--- config.mk ---
export PLATFORM = sky130hd
export DESIGN_NAME = hsid_x_obi_arb
export DESIGN_NICKNAME = d
export VERILOG_FILES = /design/src/rtl/hsid_pkg.sv /design/src/rtl/hsid_x_obi_inf_pkg.sv /design/src/rtl/hsid_x_obi_arb_id_fifo.sv /design/src/rtl/hsid_x_obi_arb.sv
export SDC_FILE = /design/constraint.sdc
export NUM_CORES = 1
export LEC_CHECK = 0
export ABC_AREA = 1
export BUFFER_PORTS_ARGS = -buffer_cell sky130_fd_sc_hd__buf_2
export CELL_PAD_IN_SITES_DETAIL_PLACEMENT = 1
export CELL_PAD_IN_SITES_GLOBAL_PLACEMENT = 1
export CORE_AREA = 2 2 125 127
export DETAILED_ROUTE_END_ITERATION = 16
export DIE_AREA = 0 0 127 129
export PLACE_DENSITY_LB_ADDON = 0.1
export SETUP_SLACK_MARGIN = 0.1
export SYNTH_ARGS = -nofsm -noshare
export SYNTH_HDL_FRONTEND = slang
export SYNTH_HIERARCHICAL = 1
export SYNTH_SLANG_ARGS = --single-unit
--- constraint.sdc ---
create_clock -name clk -period 6.4 [get_ports clk]
set_input_delay 0.32 -clock clk [delete_from_list [all_inputs] [get_ports clk]]
set_output_delay 0.32 -clock clk [all_outputs]
set_load 0.05 [all_outputs]
--- src/rtl/hsid_pkg.sv ---
// HSID-wide types and defaults used by the OBI arbiter.
package hsid_pkg;

  typedef enum logic {
    ARB_FREE = 1'b0,  // no forwarded request pending
    ARB_HOLD = 1'b1   // forwarded request waiting for gnt, owner locked
  } hsid_x_obi_arb_state_t;

  localparam int HSID_OBI_ARB_NUM_REQ         = 2;
  localparam int HSID_OBI_ARB_MAX_OUTSTANDING = 4;

endpackage

--- src/rtl/hsid_x_obi_inf_pkg.sv ---
// OBI request/response structures shared by the HSID memory readers and arbiter.
package hsid_x_obi_inf_pkg;

  typedef struct packed {
    logic        req;
    logic        we;
    logic [3:0]  be;
    logic [31:0] addr;
    logic [31:0] wdata;
  } obi_req_t;

  typedef struct packed {
    logic        gnt;
    logic        rvalid;
    logic [31:0] rdata;
  } obi_resp_t;

endpackage

--- src/rtl/hsid_x_obi_arb_id_fifo.sv ---
// In-order FIFO of requester IDs for granted transactions awaiting rvalid.
// DEPTH must be a power of two (>= 2) so the pointers wrap naturally.
module hsid_x_obi_arb_id_fifo #(
  parameter int WIDTH = 1,
  parameter int DEPTH = 4,
  localparam int PTR_W = $clog2(DEPTH),
  localparam int CNT_W = $clog2(DEPTH) + 1
) (
  input  logic             clk,
  input  logic             rst,
  input  logic             push,
  input  logic [WIDTH-1:0] push_data,
  input  logic             pop,
  output logic [WIDTH-1:0] head,
  output logic [CNT_W-1:0] count,
  output logic             empty,
  output logic             full
);

  logic [WIDTH-1:0] mem_q [DEPTH];
  logic [PTR_W-1:0] wr_ptr_q;
  logic [PTR_W-1:0] rd_ptr_q;
  logic [CNT_W-1:0] count_q;

  // Entry storage written on push.
  // NOTE: storage is deliberately not reset; count_q alone decides which entries are valid.
  always_ff @(posedge clk) begin
    if (push) begin
      mem_q[wr_ptr_q] <= push_data;
    end
  end

  // Pointer and occupancy bookkeeping.
  // NOTE: sequential state uses non-blocking assignments so every register samples pre-edge values.
  always_ff @(posedge clk) begin
    if (rst) begin
      wr_ptr_q <= '0;
      rd_ptr_q <= '0;
      count_q  <= '0;
    end else begin
      if (push) wr_ptr_q <= wr_ptr_q + PTR_W'(1);
      if (pop)  rd_ptr_q <= rd_ptr_q + PTR_W'(1);
      case ({push, pop})
        2'b10:   count_q <= count_q + CNT_W'(1);
        2'b01:   count_q <= count_q - CNT_W'(1);
        default: count_q <= count_q;
      endcase
    end
  end

  assign head  = mem_q[rd_ptr_q];
  assign count = count_q;
  assign empty = (count_q == '0);
  assign full  = (count_q == CNT_W'(DEPTH));

endmodule

--- src/rtl/hsid_x_obi_arb.sv ---
// Round-robin arbiter sharing one OBI manager port between NUM_REQ readers,
// with in-order response routing through an ID FIFO.
module hsid_x_obi_arb
  import hsid_pkg::*;
  import hsid_x_obi_inf_pkg::*;
#(
  parameter int NUM_REQ         = HSID_OBI_ARB_NUM_REQ,
  parameter int MAX_OUTSTANDING = HSID_OBI_ARB_MAX_OUTSTANDING,
  parameter int ID_WIDTH        = $clog2(NUM_REQ)
) (
  input  logic                               clk,
  input  logic                               rst,
  input  obi_req_t                           s_obi_req [NUM_REQ],
  output obi_resp_t                          s_obi_rsp [NUM_REQ],
  output obi_req_t                           m_obi_req,
  input  obi_resp_t                          m_obi_rsp,
  output logic [$clog2(MAX_OUTSTANDING):0]   outstanding,
  output logic                               busy,
  output logic                               rsp_err
);

  hsid_x_obi_arb_state_t state_q, state_d;
  logic [ID_WIDTH-1:0]   owner_q, owner_d;
  logic [ID_WIDTH-1:0]   rr_ptr_q, rr_ptr_d;
  logic                  rsp_err_q;

  logic                  win_found;
  logic [ID_WIDTH-1:0]   win_id;
  logic                  fwd_valid;
  logic [ID_WIDTH-1:0]   fwd_id;
  logic                  push;
  logic                  pop;

  logic [ID_WIDTH-1:0]                fifo_head;
  logic [$clog2(MAX_OUTSTANDING):0]   fifo_count;
  logic                               fifo_empty;
  logic                               fifo_full;

  // Round-robin scan: first requester with req set, starting at rr_ptr_q.
  always_comb begin
    int idx;
    // NOTE: every combinational output gets a default first so no path can infer a latch.
    win_found = 1'b0;
    win_id    = '0;
    for (int k = 0; k < NUM_REQ; k++) begin
      idx = int'(rr_ptr_q) + k;
      if (idx >= NUM_REQ) idx = idx - NUM_REQ;
      if (!win_found && s_obi_req[idx].req) begin
        win_found = 1'b1;
        win_id    = ID_WIDTH'(idx);
      end
    end
  end

  // Select the forwarded requester, drive the manager port and route gnt/rvalid back.
  always_comb begin
    if (state_q == ARB_HOLD) begin
      fwd_valid = 1'b1;
      fwd_id    = owner_q;
    end else begin
      fwd_valid = win_found && !fifo_full;
      fwd_id    = win_id;
    end

    m_obi_req = fwd_valid ? s_obi_req[fwd_id] : '0;
    push      = fwd_valid && s_obi_req[fwd_id].req && m_obi_rsp.gnt;
    pop       = m_obi_rsp.rvalid && !fifo_empty;

    for (int i = 0; i < NUM_REQ; i++) begin
      s_obi_rsp[i] = '0;
      if (fwd_valid && (fwd_id == ID_WIDTH'(i))) begin
        s_obi_rsp[i].gnt = m_obi_rsp.gnt;
      end
      if (pop && (fifo_head == ID_WIDTH'(i))) begin
        s_obi_rsp[i].rvalid = 1'b1;
        s_obi_rsp[i].rdata  = m_obi_rsp.rdata;
      end
    end
  end

  // Next state: lock the owner while gnt is withheld, advance the pointer past each granted requester.
  always_comb begin
    state_d  = state_q;
    owner_d  = owner_q;
    rr_ptr_d = rr_ptr_q;
    if (push) begin
      state_d  = ARB_FREE;
      rr_ptr_d = (fwd_id == ID_WIDTH'(NUM_REQ - 1)) ? '0 : fwd_id + ID_WIDTH'(1);
    end else if ((state_q == ARB_FREE) && fwd_valid) begin
      state_d = ARB_HOLD;
      owner_d = fwd_id;
    end
  end

  // Arbiter state registers and the sticky orphan-response flag.
  always_ff @(posedge clk) begin
    if (rst) begin
      state_q   <= ARB_FREE;
      owner_q   <= '0;
      rr_ptr_q  <= '0;
      rsp_err_q <= 1'b0;
    end else begin
      state_q  <= state_d;
      owner_q  <= owner_d;
      rr_ptr_q <= rr_ptr_d;
      if (m_obi_rsp.rvalid && fifo_empty) rsp_err_q <= 1'b1;
    end
  end

  hsid_x_obi_arb_id_fifo #(
    .WIDTH (ID_WIDTH),
    .DEPTH (MAX_OUTSTANDING)
  ) u_id_fifo (
    .clk       (clk),
    .rst       (rst),
    .push      (push),
    .push_data (fwd_id),
    .pop       (pop),
    .head      (fifo_head),
    .count     (fifo_count),
    .empty     (fifo_empty),
    .full      (fifo_full)
  );

  assign outstanding = fifo_count;
  assign busy        = (fifo_count != '0) || (state_q == ARB_HOLD);
  assign rsp_err     = rsp_err_q;

endmodule

[Word level (Yosys, flattened, before mapping)]
Memories as Yosys holds them, arrays and structs flattened. A register that Yosys moved wholly into a read port is not among the register bits.
Index checks and enable logic that the tools add are counted.
Storage, ports and cells
  memories: 1
  memory bits (writable): 4
  output and inout bits: 143
  input bits: 176
  word-level logic and storage cells: 79
  flip-flop bits (word level): 11
Operators by class
  equality and inequality tests: 3
  $add $sub $neg: 8
  bitwise operators: 7
  muxes and demuxes: 28
  magnitude comparators: 5
  reduce and logical (&&, ||, !) cells: 20
Memory list
  u_id_fifo.mem_q: words 4, width 1, read ports 1, clocked after Yosys merged registers in 1, wr ports 1, RTL line hsid_x_obi_arb_id_fifo.sv:20  | logic [WIDTH-1:0] mem_q [DEPTH];
Operators with widths (number)
  $mux 70: 10
  $mux 33: 2
  $ge 32x2->1 const B: 2
  $mux 32: 2
  $not 32->32: 2
  $logic_and 1x1->1: 11
  $mux 1: 11
  $pmux 3 s2: 1
  $add 2x1->2 const B: 2
  $ge 2x2->1 const B: 2
  $mux 2: 2
  $not 1->1: 4
  $add 3x1->3 const B: 1
  $eq 3x3->1 const B: 1
  $logic_not 1->1: 3
  $logic_not 3->1: 1
  $reduce_bool 3->1: 1
  $sub 1x2->3 const B: 1
  $sub 2x2->3 const B: 1
  $sub 3x1->3 const B: 1
  $add 1x1->2 const B: 1
  $eq 2x1->1 const B: 1
  $eq 2x2->1 const B: 1
  $ge 1x2->1 const B: 1
  other kinds (6): 6

[Longest topological paths before layout]
Gate-level depths: netlist of the first run.
  word-level depth: 19
  mapped depth: 18

[Modules after synthesis]
Netlist of the first run, hierarchy kept.
By module, submodules not included
  hsid_x_obi_arb: sequential area each 80.1 um2, area an instance 1611.5 um2, cells an instance 381, instances 1
  hsid_x_obi_arb_id_fifo: sequential area each 300.3 um2, area an instance 598.1 um2, cells an instance 68, instances 1

[Worst setup path before layout of the first run]
OpenSTA, ideal clock, no wires.
  path type: reg2out
  from: register u_id_fifo.count_q[2] (netlist: u_id_fifo/count[2])
  to: output port s_obi_rsp[34] (netlist name)
  path slack: 2.901 ns
  stages on the path, launching flop included: 6
  required time: 6.080 ns
  arrival: 3.179 ns
  buffers on the path: 1
  cell sequence: dfxtp_1 nor3_1 nor3_1 inv_1 clkbuf_1 nor2_1
RTL lines
  start, declared: RTL line hsid_x_obi_arb_id_fifo.sv:23  | logic [CNT_W-1:0] count_q;
  start signal, assigned: RTL line hsid_x_obi_arb_id_fifo.sv:44  | 2'b10: count_q <= count_q + CNT_W'(1);
  start signal, assigned: RTL line hsid_x_obi_arb_id_fifo.sv:45  | 2'b01: count_q <= count_q - CNT_W'(1);
  start signal, assigned: RTL line hsid_x_obi_arb_id_fifo.sv:46  | default: count_q <= count_q;
  end, declared: RTL line hsid_x_obi_arb.sv:14  | output obi_resp_t s_obi_rsp [NUM_REQ],

[Final worst setup path of the first run]
  from: register u_id_fifo.count_q[2] (netlist: u_id_fifo/count[2])
  to: register u_id_fifo.count_q[2] (netlist: u_id_fifo/count[2])
Between the ends
  cells in the longest elaborated chain, start to end: 8
  elaborated cells on any way between the ends: 15
  classes of those cells: 2 x add/sub; 3 x eq/ne; 2 x mux; 8 x reduce/logical
RTL lines
  $eq 3x3->1 *: RTL line hsid_x_obi_arb_id_fifo.sv:54  | assign full = (count_q == CNT_W'(DEPTH));
  net fifo_full: RTL line hsid_x_obi_arb.sv:37  | logic fifo_full;
  $logic_not 1->1 *: RTL line hsid_x_obi_arb.sv:61  | fwd_valid = win_found && !fifo_full;
  $logic_and 1x1->1 *: RTL line hsid_x_obi_arb.sv:61
  $mux 1 *: RTL line hsid_x_obi_arb.sv:57  | if (state_q == ARB_HOLD) begin
  $logic_and 1x1->1 * (2 in series): RTL line hsid_x_obi_arb.sv:66  | push = fwd_valid && s_obi_req[fwd_id].req && m_obi_rsp.gnt;
  net push: RTL line hsid_x_obi_arb.sv:31  | logic push;
  $eq 2x1->1 / $eq 2x2->1 (equally long branches): RTL line hsid_x_obi_arb_id_fifo.sv:43  | case ({push, pop})
  $pmux 3 s2 / $reduce_bool 2->1 (equally long branches)
Mark *: on every way through the listed nets, which the timed path passes. The rest lies on a longest branch.
A chain may end at the register's enable or synchronous reset.

==> results of run 1 <==
cells in the mapped netlist:
| cell type | instances |
|---|---|
| o21ai_0 | 4 |
| dfxtp_1 | 13 |
| inv_2 | 4 |
| edfxtp_1 | 4 |
| ha_1 | 5 |
| fa_1 | 1 |
| clkbuf_1 | 19 |
| nand2_1 | 161 |
| nand2_2 | 1 |
| xor2_1 | 1 |
| o21bai_1 | 1 |
| buf_2 | 9 |
| nand3_1 | 74 |
| nor3_1 | 4 |
| nor2_1 | 77 |
| inv_1 | 57 |
| a21oi_1 | 8 |
| nand4_1 | 1 |
| a21oi_2 | 1 |
| o21ai_1 | 4 |
cells by family after synthesis:
logic type / Yosys count
buf+inv: 89
flops: 17
simple gates: 318
compound gates: 18
xor+xnor: 1
fa+ha+maj: 6
power groups by stage:
stage                     clock network (mW)  logic [mW]  registers (mW)
after floorplan                            0       0.976           0.183
after global placement                     0        1.34           0.153
after detailed placement                   0        1.34           0.155
after CTS                              0.129        1.35           0.153
after global routing                   0.136        1.42           0.156
final                                  0.126        1.33           0.153
cell type report:
type                            instances  area [um^2]  area share
Inverter                               61          229      0.0567
Clock inverter                          1         5.00     0.00124
Timing Repair Buffer                  321         1610       0.400
Tap cell                              188          235      0.0583
Multi-Input combinational cell        343         1500       0.371
Sequential cell                        17          380      0.0943
Clock buffer                            3         75.1      0.0186
path summary, 6_finish.rpt:
kind	slack, ps	to	from
worst min-delay path	310	rsp_err	rst
worst min register to register	500	owner_q	owner_q
worst max-delay path	3400	u_id_fifo/count[2]	u_id_fifo/count[2]
worst max register to register	3400	u_id_fifo/count[2]	u_id_fifo/count[2]
layer usage:
metal / wire, um / GRT usage / vias to the layer above
li1: - / - / 1958
met5: 13 / 0 / -
met4: 43 / 0.0155 / 2
met2: 7780 / 0.320 / 162
met3: 1150 / 0.0441 / 4
met1: 4820 / 0.152 / 1751
==> impl_metrics.env, run 1 <==
export IMPL_htree_levels=1
export IMPL_cp_slowest_cell="dfxtp_1"
export IMPL_drv_slew=0
export IMPL_initial_core_util=0.148
export IMPL_synth_fa_ha_area_frac=0.0374
export IMPL_routed_via_count=3877
export IMPL_final_area_um2=4040
export IMPL_fin_ws_ps=3400
export IMPL_power_frac_seq=0.095
export IMPL_die_w_um=127
export IMPL_power_frac_comb=0.826
export IMPL_dpl_hpwl_mm=11.5
export IMPL_leakagePower_nw=2.80
export IMPL_final_hold_violation_count=0
export IMPL_area_growth_synth_to_final_pct=82.6
export IMPL_final_core_util=0.269
export IMPL_placed_cells=930
export IMPL_fin_setup_tns_ps=0
export IMPL_clock_sinks=17
export IMPL_nets=929
export IMPL_finalWirelength_mm=13.8
export IMPL_preCtsSetupSlack_ps=3370
export IMPL_max_stage_delay_ps=400
export IMPL_synth_top_family_by_area="simple AND/OR/NAND/NOR gates"
export IMPL_finalHoldWorstSlack_ps=309
export IMPL_first_global_vias=3889
export IMPL_synth_area_leaders="nand2_1 27%, nand3_1 17%, nor2_1 13%"
export IMPL_cap_violations=0
export IMPL_mostFrequentLayoutCells="318 x buf_2, 159 x nand2_1, 77 x nor2_1"
export IMPL_io_buffers=318
export IMPL_fillers=2070
export IMPL_placed_area_um2=3960
export IMPL_period_needed_ps=3000
export IMPL_yosys_area_share_xor_xnor=0.00396
export IMPL_critPathRequiredTime_ps=6550
export IMPL_critical_path_top_delay_family="buffers and inverters"
export IMPL_arrival_ps=3150
export IMPL_ir_worst_vdd_mv=0.106
export IMPL_max_freq_mhz=333
export IMPL_tightest_slew_ps=1110
export IMPL_power_switching_mw=1.12
export IMPL_antenna_found_initial=1
export IMPL_cp_start_kind="register"
export IMPL_final_common_cell="buf_2"
export IMPL_track_usage=0.153
export IMPL_avgSynthCellArea_um2=4.92
export IMPL_synth_seq_area_share=0.172
export IMPL_crit_top_cell="inv_1"
export IMPL_muxShareOfSynthArea=0
export IMPL_syn_nets=631
export IMPL_clkTransAtPathRegs_ps=50
export IMPL_finalClockSkew_ps=0.924
export IMPL_drtIter0Drc=108
export IMPL_p_sw_frac=0.696
export IMPL_worstPathMaxFanout=73
export IMPL_synth_compound_area_frac=0.0436
export IMPL_clk_latency_ps=240
export IMPL_synth_warnings=6
export IMPL_drt_pass1_iterations=4
export IMPL_path_buf_inv=7
export IMPL_place_congestion=0.790
export IMPL_rows=45
export IMPL_slew_limit_headroom=0.258
export IMPL_hold_buffers=0
export IMPL_power_per_cell_area_nw_per_um2=398
export IMPL_cts_tree="built"
export IMPL_path_depth=17
export IMPL_cts_buffers=3
export IMPL_die_area_um2=16400
export IMPL_synth_cell_types=20
export IMPL_rsz0062_at_grt="false"
export IMPL_path_cells="inv_1 > nor3_1 > o21bai_1 > nand2_2 > buf_4 > nand3_1 > inv_1 > inv_2 > ha_1 > inv_2 > fa_1 > inv_1 > nand2_1 > nand3_1 > nand2_1 > inv_1 > nor2_1"
export IMPL_yosys_area_top_type="nand2_1"
export IMPL_report_power_total_mw=1.61
export IMPL_ant_nets=0
export IMPL_postCtsResizedCells=0
export IMPL_status="completed"
export IMPL_core_um2=15000
export IMPL_wl_per_cell_um=14.8
export IMPL_hold_class="in -> reg"
export IMPL_cts_setup_buffers=0
export IMPL_syn_cell_area_um2=2210
export IMPL_grt_overflow=0
export IMPL_reg2regPathDepth=17
export IMPL_cts_root_buffer="clkbuf_16"
export IMPL_power_internal_uw=488
export IMPL_setup_violations=0
export IMPL_vias_per_cell=4.15
export IMPL_pwr_share_clk=0.078
export IMPL_synthSimpleGateAreaFrac=0.587
export IMPL_criticalPathCategory="reg -> reg"
export IMPL_cp_end_kind="register"
export IMPL_layout_drive_gt1_share=0.446
export IMPL_drcViolationCount=0
export IMPL_finalNonFillerCells=934
export IMPL_dieHeight_um=129
export IMPL_worstHoldPathCells=2
export IMPL_ctsLongestPathBuffers=2
export IMPL_synth_cells=449
export IMPL_synth_seq_cells=17
export IMPL_period_share=0.469
export IMPL_num_io_pins=319
export IMPL_synth_top_area_share=0.273
export IMPL_grt_pass1_wl_mm=20.1
export IMPL_antenna_cells=0
export IMPL_grt_max_degree=76
Note: power is estimated with default switching activity, not from simulation.
==> run 2: changes to the inputs <==
--- a/config.mk
+++ b/config.mk
@@ -5,13 +5,13 @@
 export SDC_FILE = /design/constraint.sdc
 export NUM_CORES = 1
 export LEC_CHECK = 0
-export ABC_AREA = 1
+export ABC_AREA = 0
 export BUFFER_PORTS_ARGS = -buffer_cell sky130_fd_sc_hd__buf_2
 export CELL_PAD_IN_SITES_DETAIL_PLACEMENT = 1
 export CELL_PAD_IN_SITES_GLOBAL_PLACEMENT = 1
-export CORE_AREA = 2 2 125 127
+export CORE_AREA = 2 2 123 125
 export DETAILED_ROUTE_END_ITERATION = 16
-export DIE_AREA = 0 0 127 129
+export DIE_AREA = 0 0 125 127
 export PLACE_DENSITY_LB_ADDON = 0.1
 export SETUP_SLACK_MARGIN = 0.1
 export SYNTH_ARGS = -nofsm -noshare
==> constraint.sdc (replaced) <==
create_clock -name clk -period 2.9 [get_ports clk]
set_input_delay 0.145 -clock clk [delete_from_list [all_inputs] [get_ports clk]]
set_output_delay 0.145 -clock clk [all_outputs]
set_load 0.05 [all_outputs]
==> impl_metrics.env, run 2 <==
export IMPL_fillers=1846
export IMPL_drv_slew=0
export IMPL_first_global_vias=3320
export IMPL_cp_slowest_cell="fa_1"
export IMPL_reg2reg_to="u_id_fifo/count[2]"
export IMPL_max_stage_delay_ps=390
export IMPL_hold_buffers=0
export IMPL_finalNonFillerCells=735
export IMPL_yosys_area_top_type="a22o_2"
export IMPL_place_congestion=0.845
export IMPL_power_per_cell_area_nw_per_um2=912
export IMPL_finalClockSkew_ps=3.93
export IMPL_vias_per_cell=4.39
export IMPL_slew_limit_headroom=0.682
export IMPL_antenna_found_initial=2
export IMPL_die_area_um2=15900
export IMPL_ir_worst_vdd_mv=0.311
export IMPL_r2r_slack_ps=400
export IMPL_setup_violations=0
export IMPL_clkTransAtPathRegs_ps=50
export IMPL_initial_core_util=0.148
export IMPL_synth_area_leaders="a22o_2 23%, dfxtp_1 12%, and2_1 12%"
export IMPL_cts_buffers=3
export IMPL_final_hold_violation_count=0
export IMPL_clk_latency_ps=250
export IMPL_status="completed"
export IMPL_synth_cell_types=36
export IMPL_die_w_um=125
export IMPL_synth_most_common_cell="a22o_2"
export IMPL_track_usage=0.148
export IMPL_synth_seq_area_share=0.178
export IMPL_wl_per_cell_um=17.6
export IMPL_cts_tree="built"
export IMPL_critPathRequiredTime_ps=3080
export IMPL_mostFrequentLayoutCells="318 x buf_2, 49 x a22o_2, 40 x and2_1"
export IMPL_synth_cells=247
export IMPL_grt_max_degree=71
export IMPL_grt_overflow=0
export IMPL_cts_root_buffer="clkbuf_16"
export IMPL_crit_top_cell="inv_1"
export IMPL_dpl_hpwl_mm=10.8
export IMPL_dieHeight_um=127
export IMPL_path_cells="inv_1 > and3_1 > and2b_1 > a2111oi_4 > inv_1 > ha_1 > inv_1 > fa_1 > xor2_1 > or3_1 > a21oi_1"
export IMPL_cp_start_kind="register"
export IMPL_synth_flop_cell="dfxtp_1"
export IMPL_postCtsResizedCells=0
export IMPL_hp_start="m_obi_rsp[32]"
export IMPL_fin_setup_tns_ps=0
export IMPL_report_power_total_mw=3.62
export IMPL_grt_pass1_wl_mm=19.0
export IMPL_reg2regPathDepth=11
export IMPL_synth_warnings=6
export IMPL_htree_levels=1
export IMPL_clock_sinks=17
export IMPL_rows=44
export IMPL_drcViolationCount=0
export IMPL_synth_seq_cells=17
export IMPL_period_share=0.863
export IMPL_cts_setup_buffers=0
export IMPL_period_needed_ps=2500
export IMPL_ctsLongestPathBuffers=2
export IMPL_syn_nets=429
export IMPL_leakagePower_nw=2.38
export IMPL_rr_startpoint="u_id_fifo/count[1]"
export IMPL_preCtsSetupSlack_ps=449
export IMPL_rsz0062_at_grt="false"
export IMPL_synth_top_area_share=0.230
export IMPL_worstPathMaxFanout=5
export IMPL_startpoint="u_id_fifo/count[1]"
export IMPL_ys_top_cells_by_count="49 x a22o_2, 40 x and2_1, 33 x and3_1"
export IMPL_nets=732
export IMPL_cap_violations=0
export IMPL_io_buffers=318
export IMPL_max_freq_mhz=399
export IMPL_final_common_cell="buf_2"
export IMPL_endpoint="u_id_fifo/count[2]"
export IMPL_area_growth_synth_to_final_pct=85.5
export IMPL_tightest_slew_ps=477
export IMPL_layout_drive_gt1_share=0.703
export IMPL_criticalPathCategory="reg -> reg"
export IMPL_core_um2=14400
export IMPL_syn_cell_area_um2=2140
export IMPL_num_io_pins=319
export IMPL_arrival_ps=2680
export IMPL_placed_cells=729
export IMPL_ant_nets=0
export IMPL_drtIter0Drc=99
export IMPL_avgSynthCellArea_um2=8.65
export IMPL_cp_end_kind="register"
export IMPL_routed_via_count=3230
export IMPL_finalWirelength_mm=12.9
export IMPL_fin_ws_ps=397
export IMPL_synthArstFlopShare=0
export IMPL_drt_pass1_iterations=5
export IMPL_worstHoldPathCells=3
export IMPL_synth_edf_count=4
export IMPL_hold_class="in -> reg"
-- run 2: cell types whose count changed after synthesis, sizes merged, moves of 33 or more --
cell,previous run,this run
inv,61,9
nand2,162,3
a22o,0,69
nand3,74,0
and3,0,33
and2,0,40
nor2,77,12
-- run 2: worst max-delay path, delay by kind of cell (launching register included) --
kind | cells | cell delay, ps
buffers and inverters | 3 | 260
adder cells (fa/ha/maj) | 2 | 570
AO/OA/AOI/OAI | 2 | 210
flip-flops | 1 | 330
XOR/XNOR | 1 | 160
AND/OR/NAND/NOR | 3 | 890
-- run 2: logic make-up after synthesis --
kind of cell	synth area share
multiplexers	0.0246
flip-flops	0.178
XOR/XNOR	0.0205
AND/OR/NAND/NOR	0.274
adder cells (fa/ha/maj)	0.0386
buffers and inverters	0.0890
AO/OA/AOI/OAI	0.375
-- run 2: stage by stage --
stage               cell area (um^2)  utilization  hold WS [ps]
floorplan                       2140            -           214
global placement                3880        0.269           419
detailed placement              3880        0.269           427
CTS                             3960        0.274           166
global route                    3960        0.275           170
finish                          3960        0.275           167
-- run 2: how the worst min path moves through the flow --
stage	endpoint
after floorplan	owner_q
after global placement	rsp_err
after detailed placement	rsp_err
after CTS	rsp_err
after global routing	rsp_err
final	rsp_err
-- run 2: final cells by class --
type / instances / area, um^2 / area share
Antenna cell: 2 / 5.00 / 0.00126
Clock buffer: 3 / 75.1 / 0.0189
Clock inverter: 1 / 5.00 / 0.00126
Inverter: 9 / 33.8 / 0.00852
Multi-Input combinational cell: 196 / 1580 / 0.398
Sequential cell: 17 / 383 / 0.0966
Tap cell: 184 / 230 / 0.0581
Timing Repair Buffer: 323 / 1650 / 0.417
-- run 2: per-layer routing --
metal | part of all wire | routed length [um] | vias up | global-route usage
met5 | 0 | 0 | - | 0
met1 | 0.36 | 4680 | 1488 | 0.159
li1 | - | - | 1526 | -
met4 | 0.021 | 274 | 0 | 0.0366
met3 | 0.092 | 1190 | 16 | 0.0415
met2 | 0.52 | 6770 | 200 | 0.287
-- run 2: where the power goes --
| part | internal, mW | total (mW) | leakage, nW | switching (mW) |
|---|---|---|---|---|
| logic | 0.788 | 2.99 | 2.20 | 2.20 |
| clock network | 0.185 | 0.281 | 0.0409 | 0.0960 |
| registers | 0.301 | 0.351 | 0.145 | 0.0498 |
| total | 1.27 | 3.62 | 2.38 | 2.34 |
==> run 3: changes to the inputs <==
==> constraint.sdc (replaced) <==
create_clock -name clk -period 2.13 [get_ports clk]
set_input_delay 0.1065 -clock clk [delete_from_list [all_inputs] [get_ports clk]]
set_output_delay 0.1065 -clock clk [all_outputs]
set_load 0.05 [all_outputs]
==> impl_metrics.env, run 3 (synthesized netlist as in run 2, its figures left out) <==
export IMPL_cp_slowest_cell="dfxtp_4"
export IMPL_worstPathMaxFanout=7
export IMPL_finalNonFillerCells=778
export IMPL_die_w_um=125
export IMPL_cap_violations=0
export IMPL_grt_max_degree=36
export IMPL_reg2regPathDepth=11
export IMPL_first_global_vias=3446
export IMPL_io_buffers=318
export IMPL_path_cells="inv_2 > and3_4 > buf_6 > o31ai_4 > buf_6 > buf_12 > buf_12 > clkbuf_16 > a22o_4 > buf_8"
export IMPL_rows=44
export IMPL_initial_core_util=0.148
export IMPL_placed_area_um2=3990
export IMPL_routed_via_count=3484
export IMPL_period_share=0.981
export IMPL_wl_per_cell_um=20.7
export IMPL_final_hold_violation_count=0
export IMPL_leakagePower_nw=3.10
export IMPL_drt_pass1_iterations=4
export IMPL_drtIter0Drc=115
export IMPL_max_freq_mhz=478
export IMPL_drcViolationCount=0
export IMPL_clock_sinks=17
export IMPL_path_depth=10
export IMPL_vias_per_cell=4.48
export IMPL_status="completed"
export IMPL_cts_buffers=3
export IMPL_clk_latency_ps=240
export IMPL_grt_pass1_wl_mm=20.7
export IMPL_period_needed_ps=2090
export IMPL_arrival_ps=1980
export IMPL_setup_violations=0
export IMPL_slew_limit_headroom=0.691
export IMPL_r2r_slack_ps=80
export IMPL_seqCellArea_um2=395
export IMPL_startpoint="u_id_fifo/count[1]"
export IMPL_hold_class="in -> reg"
export IMPL_path_buf_inv=7
export IMPL_cts_root_buffer="clkbuf_16"
export IMPL_place_congestion=0.819
export IMPL_drv_slew=0
export IMPL_ant_nets=0
export IMPL_layout_drive_gt1_share=0.747
export IMPL_endpoint="m_obi_req[8]"
export IMPL_clkTransAtPathRegs_ps=50
export IMPL_ir_worst_vdd_mv=0.416
export IMPL_rsz0062_at_grt="true"
export IMPL_ctsLongestPathBuffers=2
export IMPL_rr_startpoint="u_id_fifo/count[0]"
export IMPL_finalWirelength_mm=16.1
export IMPL_criticalPathCategory="reg -> out"
export IMPL_antenna_found_initial=0
export IMPL_multi_input_area_um2=1950
export IMPL_final_common_cell="buf_2"
export IMPL_cp_end_kind="output pin"
export IMPL_num_io_pins=319
export IMPL_die_area_um2=15900
export IMPL_area_growth_synth_to_final_pct=171
export IMPL_cp_start_kind="register"
export IMPL_cts_tree="built"
export IMPL_dpl_hpwl_mm=10.5
export IMPL_core_um2=14400
export IMPL_tightest_slew_ps=459
export IMPL_critPathRequiredTime_ps=2020
export IMPL_critical_path_top_delay_family="buffers and inverters"
export IMPL_reg2reg_to="u_id_fifo/count[2]"
export IMPL_max_stage_delay_ps=350
export IMPL_finalClockSkew_ps=3.06
export IMPL_mostFrequentLayoutCells="213 x buf_2, 51 x buf_8, 49 x buf_4"
export IMPL_grt_overflow=0
export IMPL_antenna_cells=0
export IMPL_nets=777
export IMPL_fillers=1709
export IMPL_final_area_um2=5780
export IMPL_placed_cells=740
export IMPL_track_usage=0.163
export IMPL_htree_levels=1
export IMPL_dieHeight_um=127
export IMPL_report_power_total_mw=6.79
export IMPL_power_per_cell_area_nw_per_um2=1180
==> run 3: per-layer routing <==
| metal | part of all wire | wire length (um) | GRT usage | vias to the layer above |
|---|---|---|---|---|
| li1 | - | - | - | 1626 |
| met1 | 0.39 | 6360 | 0.193 | 1676 |
| met2 | 0.54 | 8680 | 0.321 | 176 |
| met3 | 0.061 | 986 | 0.0226 | 6 |
| met4 | 0.0064 | 104 | 0.0183 | 0 |
| met5 | 0 | 0 | 0 | - |
==> run 3: worst reg2reg max path: stages, from the launching register on <==
cell       delay [ps]
dfxtp_4           350
inv_2              50
and3_4            180
and2b_2           180
a2111oi_4          40
inv_1              70
ha_2              180
inv_2              40
fa_2              320
xor2_1            150
or3_1             300
a21oi_1           110
==> run 3: metrics by stage <==
step | setup slack [ps] | TNS (ps) | utilization | hold slack [ps]
2_1_floorplan | -189 | -364 | - | 176
3_3_place_gp | 17.0 | 0 | 0.277 | 407
3_5_place_dp | 10.5 | 0 | 0.277 | 405
4_1_cts | 36.1 | 0 | 0.340 | 150
5_1_grt | -21.7 | -117 | 0.401 | 195
6_report | 40.0 | 0 | 0.401 | 135
==> run 3: what timing repair did <==
action	in CTS	in global routing
hold buffers	0	0
gates resized for setup	176	123
setup buffers	11	2
endpoints found under the setup margin	104	120
pin swaps	3	43
gates cloned	7	15
==> run 3: worst min path at each step <==
stage	startpoint	to	cells after the start
floorplan	rst	owner_q	1
global placement	m_obi_rsp[32]	rsp_err	3
detailed placement	m_obi_rsp[32]	rsp_err	3
CTS	m_obi_rsp[32]	rsp_err	3
global route	m_obi_rsp[32]	rsp_err	3
finish	m_obi_rsp[32]	rsp_err	3
==> run 3: area by class of cell <==
class                   count  area share
inverters                   9     0.00584
repair buffers            368       0.535
clock inverters             1    0.000866
clock buffers               3      0.0130
well taps                 184      0.0398
flip-flops and latches     17      0.0684
multi-input cells         196       0.337
==> run 3: power breakdown <==
group	internal [mW]	total (mW)	switching, mW	leakage, nW
Clock	0.251	0.377	0.126	0.0409
Combinational	2.44	5.94	3.50	2.91
Sequential	0.421	0.476	0.0555	0.146
Total	3.11	6.79	3.69	3.10
